===== src/rtl/control_bus_seq.sv =====
// Control-bus write/read sequencer: edge-detects CPU strobes, captures write data,
// walks the ICW1..ICW4 initialisation sequence and emits one-cycle command pulses.
// Optional input synchroniser: define CTRL_BUS_SYNC2_EN (pulse latency 3 edges instead of 1).
module control_bus_seq #(
    parameter int unsigned DATA_W = 8
) (
    input  logic              clk,
    input  logic              reset_n,
    input  logic              CS,
    input  logic              rd_enable,
    input  logic              wr_enable,
    input  logic              A1,
    input  logic [DATA_W-1:0] bi_data_bus,
    output logic [DATA_W-1:0] internal_bus,
    output logic              write_ICW_1,
    output logic              write_ICW_2,
    output logic              write_ICW_3,
    output logic              write_ICW_4,
    output logic              write_OCW1,
    output logic              write_OCW2,
    output logic              write_OCW3,
    output logic              read,
    output logic              illegal_write,
    output logic              init_done
);

    typedef enum logic [2:0] {
        IDLE,
        WAIT_ICW2,
        WAIT_ICW3,
        WAIT_ICW4,
        READY
    } state_t;

    state_t            state;
    logic              cs_s;
    logic              rd_s;
    logic              wr_s;
    logic              a1_s;
    logic [DATA_W-1:0] data_s;

`ifdef CTRL_BUS_SYNC2_EN
    logic [1:0]        cs_q;
    logic [1:0]        rd_q;
    logic [1:0]        wr_q;
    logic [1:0]        a1_q;
    logic [DATA_W-1:0] data_q0;
    logic [DATA_W-1:0] data_q1;

    // Data rides in a parallel two-stage pipe so it stays aligned with synchronised A1.
    always_ff @(posedge clk or negedge reset_n) begin
        if (!reset_n) begin
            cs_q    <= '1;
            rd_q    <= '1;
            wr_q    <= '1;
            a1_q    <= '0;
            data_q0 <= '0;
            data_q1 <= '0;
        end else begin
            cs_q    <= {cs_q[0], CS};
            rd_q    <= {rd_q[0], rd_enable};
            wr_q    <= {wr_q[0], wr_enable};
            a1_q    <= {a1_q[0], A1};
            data_q0 <= bi_data_bus;
            data_q1 <= data_q0;
        end
    end

    assign cs_s   = cs_q[1];
    assign rd_s   = rd_q[1];
    assign wr_s   = wr_q[1];
    assign a1_s   = a1_q[1];
    assign data_s = data_q1;
`else
    assign cs_s   = CS;
    assign rd_s   = rd_enable;
    assign wr_s   = wr_enable;
    assign a1_s   = A1;
    assign data_s = bi_data_bus;
`endif

    logic wr_act;
    logic rd_act;
    logic wr_prev;
    logic rd_prev;
    logic wr_evt;
    logic rd_evt;
    logic sngl;
    logic ic4;
    logic d4;
    logic d3;

    assign wr_act = ~cs_s & ~wr_s;
    assign rd_act = ~cs_s & ~rd_s;
    assign wr_evt = wr_act & ~wr_prev;
    // A read edge coinciding with an active write is dropped; rd_prev still
    // advances, so only a fresh read edge can produce a read pulse.
    assign rd_evt = rd_act & ~rd_prev & ~wr_act;
    assign d4     = data_s[4];
    assign d3     = data_s[3];

    always_ff @(posedge clk or negedge reset_n) begin
        if (!reset_n) begin
            state         <= IDLE;
            internal_bus  <= '0;
            sngl          <= 1'b0;
            ic4           <= 1'b0;
            wr_prev       <= 1'b0;
            rd_prev       <= 1'b0;
            write_ICW_1   <= 1'b0;
            write_ICW_2   <= 1'b0;
            write_ICW_3   <= 1'b0;
            write_ICW_4   <= 1'b0;
            write_OCW1    <= 1'b0;
            write_OCW2    <= 1'b0;
            write_OCW3    <= 1'b0;
            read          <= 1'b0;
            illegal_write <= 1'b0;
            init_done     <= 1'b0;
        end else begin
            wr_prev       <= wr_act;
            rd_prev       <= rd_act;
            write_ICW_1   <= 1'b0;
            write_ICW_2   <= 1'b0;
            write_ICW_3   <= 1'b0;
            write_ICW_4   <= 1'b0;
            write_OCW1    <= 1'b0;
            write_OCW2    <= 1'b0;
            write_OCW3    <= 1'b0;
            illegal_write <= 1'b0;
            read          <= rd_evt;

            if (wr_evt) begin
                internal_bus <= data_s;
                if (!a1_s && d4) begin
                    // ICW1 restarts initialisation from any state.
                    write_ICW_1 <= 1'b1;
                    sngl        <= data_s[1];
                    ic4         <= data_s[0];
                    state       <= WAIT_ICW2;
                    init_done   <= 1'b0;
                end else begin
                    case (state)
                        IDLE: begin
                            illegal_write <= 1'b1;
                        end
                        WAIT_ICW2: begin
                            if (a1_s) begin
                                write_ICW_2 <= 1'b1;
                                if (!sngl) begin
                                    state <= WAIT_ICW3;
                                end else if (ic4) begin
                                    state <= WAIT_ICW4;
                                end else begin
                                    state     <= READY;
                                    init_done <= 1'b1;
                                end
                            end else begin
                                illegal_write <= 1'b1;
                            end
                        end
                        WAIT_ICW3: begin
                            if (a1_s) begin
                                write_ICW_3 <= 1'b1;
                                if (ic4) begin
                                    state <= WAIT_ICW4;
                                end else begin
                                    state     <= READY;
                                    init_done <= 1'b1;
                                end
                            end else begin
                                illegal_write <= 1'b1;
                            end
                        end
                        WAIT_ICW4: begin
                            if (a1_s) begin
                                write_ICW_4 <= 1'b1;
                                state       <= READY;
                                init_done   <= 1'b1;
                            end else begin
                                illegal_write <= 1'b1;
                            end
                        end
                        READY: begin
                            if (a1_s) begin
                                write_OCW1 <= 1'b1;
                            end else if (d3) begin
                                write_OCW3 <= 1'b1;
                            end else begin
                                write_OCW2 <= 1'b1;
                            end
                        end
                        default: begin
                            state     <= IDLE;
                            init_done <= 1'b0;
                        end
                    endcase
                end
            end
        end
    end

endmodule

===== config.mk =====
export PLATFORM = sky130hd
export DESIGN_NAME = control_bus_seq
export DESIGN_NICKNAME = d
export VERILOG_FILES = /design/src/rtl/control_bus_seq.sv
export SDC_FILE = /design/constraint.sdc
export NUM_CORES = 1
export LEC_CHECK = 0
export ABC_CLOCK_PERIOD_IN_PS = 2100
export CORE_ASPECT_RATIO = 1.2
export CORE_MARGIN = 4
export CORE_UTILIZATION = 40
export DETAILED_ROUTE_END_ITERATION = 8
export GPL_TIMING_DRIVEN = 1
export PLACE_DENSITY_LB_ADDON = 0.25
export SYNTH_ARGS = -nofsm -noshare
export SYNTH_HDL_FRONTEND = slang
export SYNTH_SLANG_ARGS = --single-unit

===== constraint.sdc =====
create_clock -name clk -period 2.1 [get_ports clk]
set_input_delay 0.42 -clock clk [delete_from_list [all_inputs] [get_ports clk]]
set_output_delay 0.42 -clock clk [all_outputs]
set_load 0.01 [all_outputs]

==> results.md <==
* 1st-iter DRT viols at 16
* Final worst-path cycle share at 79.37%
* R2r startpoint: state[2]
* Die height at 63.62 µm
* Cell depth of the worst flop-to-flop path at 4
* Hold-fix buffers, CTS at 0
* Final HPWL DP at 1541 µm
* Area Growth Syn to Fin at 37.62%
* Top post-synthesis cells by area: dfrtp_1 61%, nand2_1 9.5%, nor2_1 2.5%
* Leak pwr at 0.6426 nW
* Actual slew at the worst max-slew pin at 307.9 ps
* Post-synth EDFFs at 0
* Worst path bufs/invs at 1
* Drt total wl at 2136 µm
* CTS tree: yes
* Critical Path RT at 1680 ps
* Max cap viols at 0
* Clock latency at the later pin of the worst-skew pair at 320 ps
* Max reg flops at 8
* Hold path cells at 1
* Initial Util at 43.37%
* Slew HR at 79.47%
* Synth top area share at 60.68%
* Flop-to-flop setup slack at 630 ps
* Synth cell types at 27
* #FFs+latches synth at 25
* Largest area contributor in the netlist: dfrtp_1
* Syn Nets at 114
* Reg clk slew, reported paths at 140 ps
* Routability cong. at 0.8082
* Largest net degree at the start of global routing at 26
* Top flop regs: internal_bus (8), state (3)
* Vias in the first global route at 800
* Post-DR wirelength/cell at 12.87 µm
* TritonRoute pass-1 iters at 4
* Fraction of layout cells with a size suffix above 1 at 9.630%
* Mapped cell area at 1031 µm²
* Worst Path Max Fanout at 2
* Post-CTS setup buffer count at 0
* Global-route wire length before repair at 3332 µm
* Crit path arrival time at 1250 ps
* IO Count at 32
* Ys async rst share at 100.0%
* CTS max path bufs at 2
* Syn avg cell area at 10.31 µm²
* Power Density at 803.8 nW/µm²
* Hold_sp: rd_prev
* N_diodes at 0
* Sequential share of the synthesized area at 60.68%
* Critical R2R Capture: state[1]
* Finished Core Util at 59.68%
* GRT overflow at 0
* Yosys warnings at 0
* Vias at 829
* Final setup fails at 0
* Status: finished, final reports clean
* Drt via density at 4.994
* Max Slew Vio Count at 0
* CTS sink cnt at 25
* Area of the die at 3457 µm²
* CTS buffer count at 3
* Clock root cell: clkbuf_4
* Critical-path top delay cell: clkdlybuf4s50_1
* Top reg by flops: internal_bus
* WHS at 426.8 ps
* Max incr delay on CP at 540 ps
* Crit path capture type: primary output
* Placement Rows at 19
* WS Path Type: register to primary output
* IO buf count at 31
* Critical path, cell by cell: clkdlybuf4s50_1
* Post-layout nets at 150
* Die Wd at 54.35 µm
* Final hold vios at 0
* # resized after CTS at 0
* Family with the most delay on the worst path: buffers and inverters
* Most used flip-flop cell after synthesis: dfrtp_1
* Startpoint Class: register
* DRC viols at 0
* Total GRT Usage at 13.20%
* CORE AREA at 2377 µm²
* Fmax at 600.0 MHz
* Initial antenna violation count at 0
* Post-route minimum period at 1667 ps
* Post-Synthesis Cells at 100
* VDD IR-drop max at 0.0005065 V
* RSZ-0062 raised after global routing: false
* Worst Hold Class: register to register
* CTS H-tree lvls at 1
* Worst hold endpoint: read
* CP Depth at 1
* Fin Setup TNS at 0 ps
* Clk_skew at 7.142 ps
* Post-route ant nets at 0
[metal layers]
| metal | GRT usage (%) | routed length [µm] | up-vias |
|---|---|---|---|
| met5 | 0 | 0 | - |
| met4 | 7.477 | 46 | 0 |
| met3 | 3.302 | 174 | 5 |
| met1 | 14.67 | 877 | 392 |
| li1 | - | - | 399 |
| met2 | 21.86 | 1038 | 33 |
[stage by stage]
step	worst slack [ps]	area, µm²	power (mW)	instances
after global routing	380.8	1419	1.202	166
final	433.2	1419	1.141	166
after floorplan	773.2	1031	0.7836	100
after detailed placement	170.1	1391	0.9344	162
after CTS	419.8	1419	1.151	166
after global placement	174.3	1391	0.9221	162
[where the power goes]
part           switching, mW  internal [mW]
logic                  0.138          0.164
registers             0.0734          0.548
clock network          0.145         0.0714
[placed cells by master, fill, tap and decap left out, types with 2 or more instances in the layout]
| cell | synthesis | layout |
|---|---|---|
| inv_1 | 5 | 5 |
| mux2_1 | 2 | 2 |
| nor4b_1 | 2 | 2 |
| a21oi_1 | 2 | 2 |
| buf_4 | 1 | 5 |
| nor3_1 | 4 | 4 |
| nor2b_1 | 2 | 2 |
| nand2_1 | 26 | 26 |
| clkdlybuf4s50_1 | 0 | 31 |
| o21ai_0 | 2 | 2 |
| clkbuf_4 | 0 | 3 |
| nor2_1 | 7 | 7 |
| dfrtp_1 | 25 | 25 |
| nand3_1 | 4 | 4 |
| a31oi_1 | 2 | 2 |
[logic make-up (layout without fill, tap and decap cells)]
group           Yosys count  after routing  synth area share [%]
simple gates             51             51                 25.00
flops                    25             25                 60.68
compound gates           11             11                 6.918
buf+inv                  10             45                 4.369
mux                       2              2                 2.184
xor+xnor                  1              1                0.8497
[cell usage after synthesis, drive strengths merged, types with 2 or more instances]
| cell type | number |
|---|---|
| buf | 4 |
| nor4b | 3 |
| mux2 | 2 |
| inv | 5 |
| nor2b | 2 |
| nor4 | 2 |
| nor3 | 4 |
| a21oi | 3 |
| nand3 | 4 |
| a31oi | 2 |
| nor2 | 7 |
| nand2 | 26 |
| o21ai | 3 |
| dfrtp | 25 |
[worst max path at each step]
stage | to | start
finish | internal_bus[1] | internal_bus[1]
global route | internal_bus[1] | internal_bus[1]
CTS | internal_bus[1] | internal_bus[1]
detailed placement | init_done | CS
global placement | init_done | CS
floorplan | state[2] | wr_enable
[cell type report]
cell class | instances | area [µm²]
well taps | 31 | 38.79
clock inverters | 1 | 5.005
fillers | 207 | 958.4
clock buffers | 3 | 22.52
multi-input cells | 65 | 360.3
repair buffers | 36 | 347.8
inverters | 5 | 18.77
flip-flops and latches | 25 | 625.6
No activity file was read; power rests on OpenSTA's default activity.
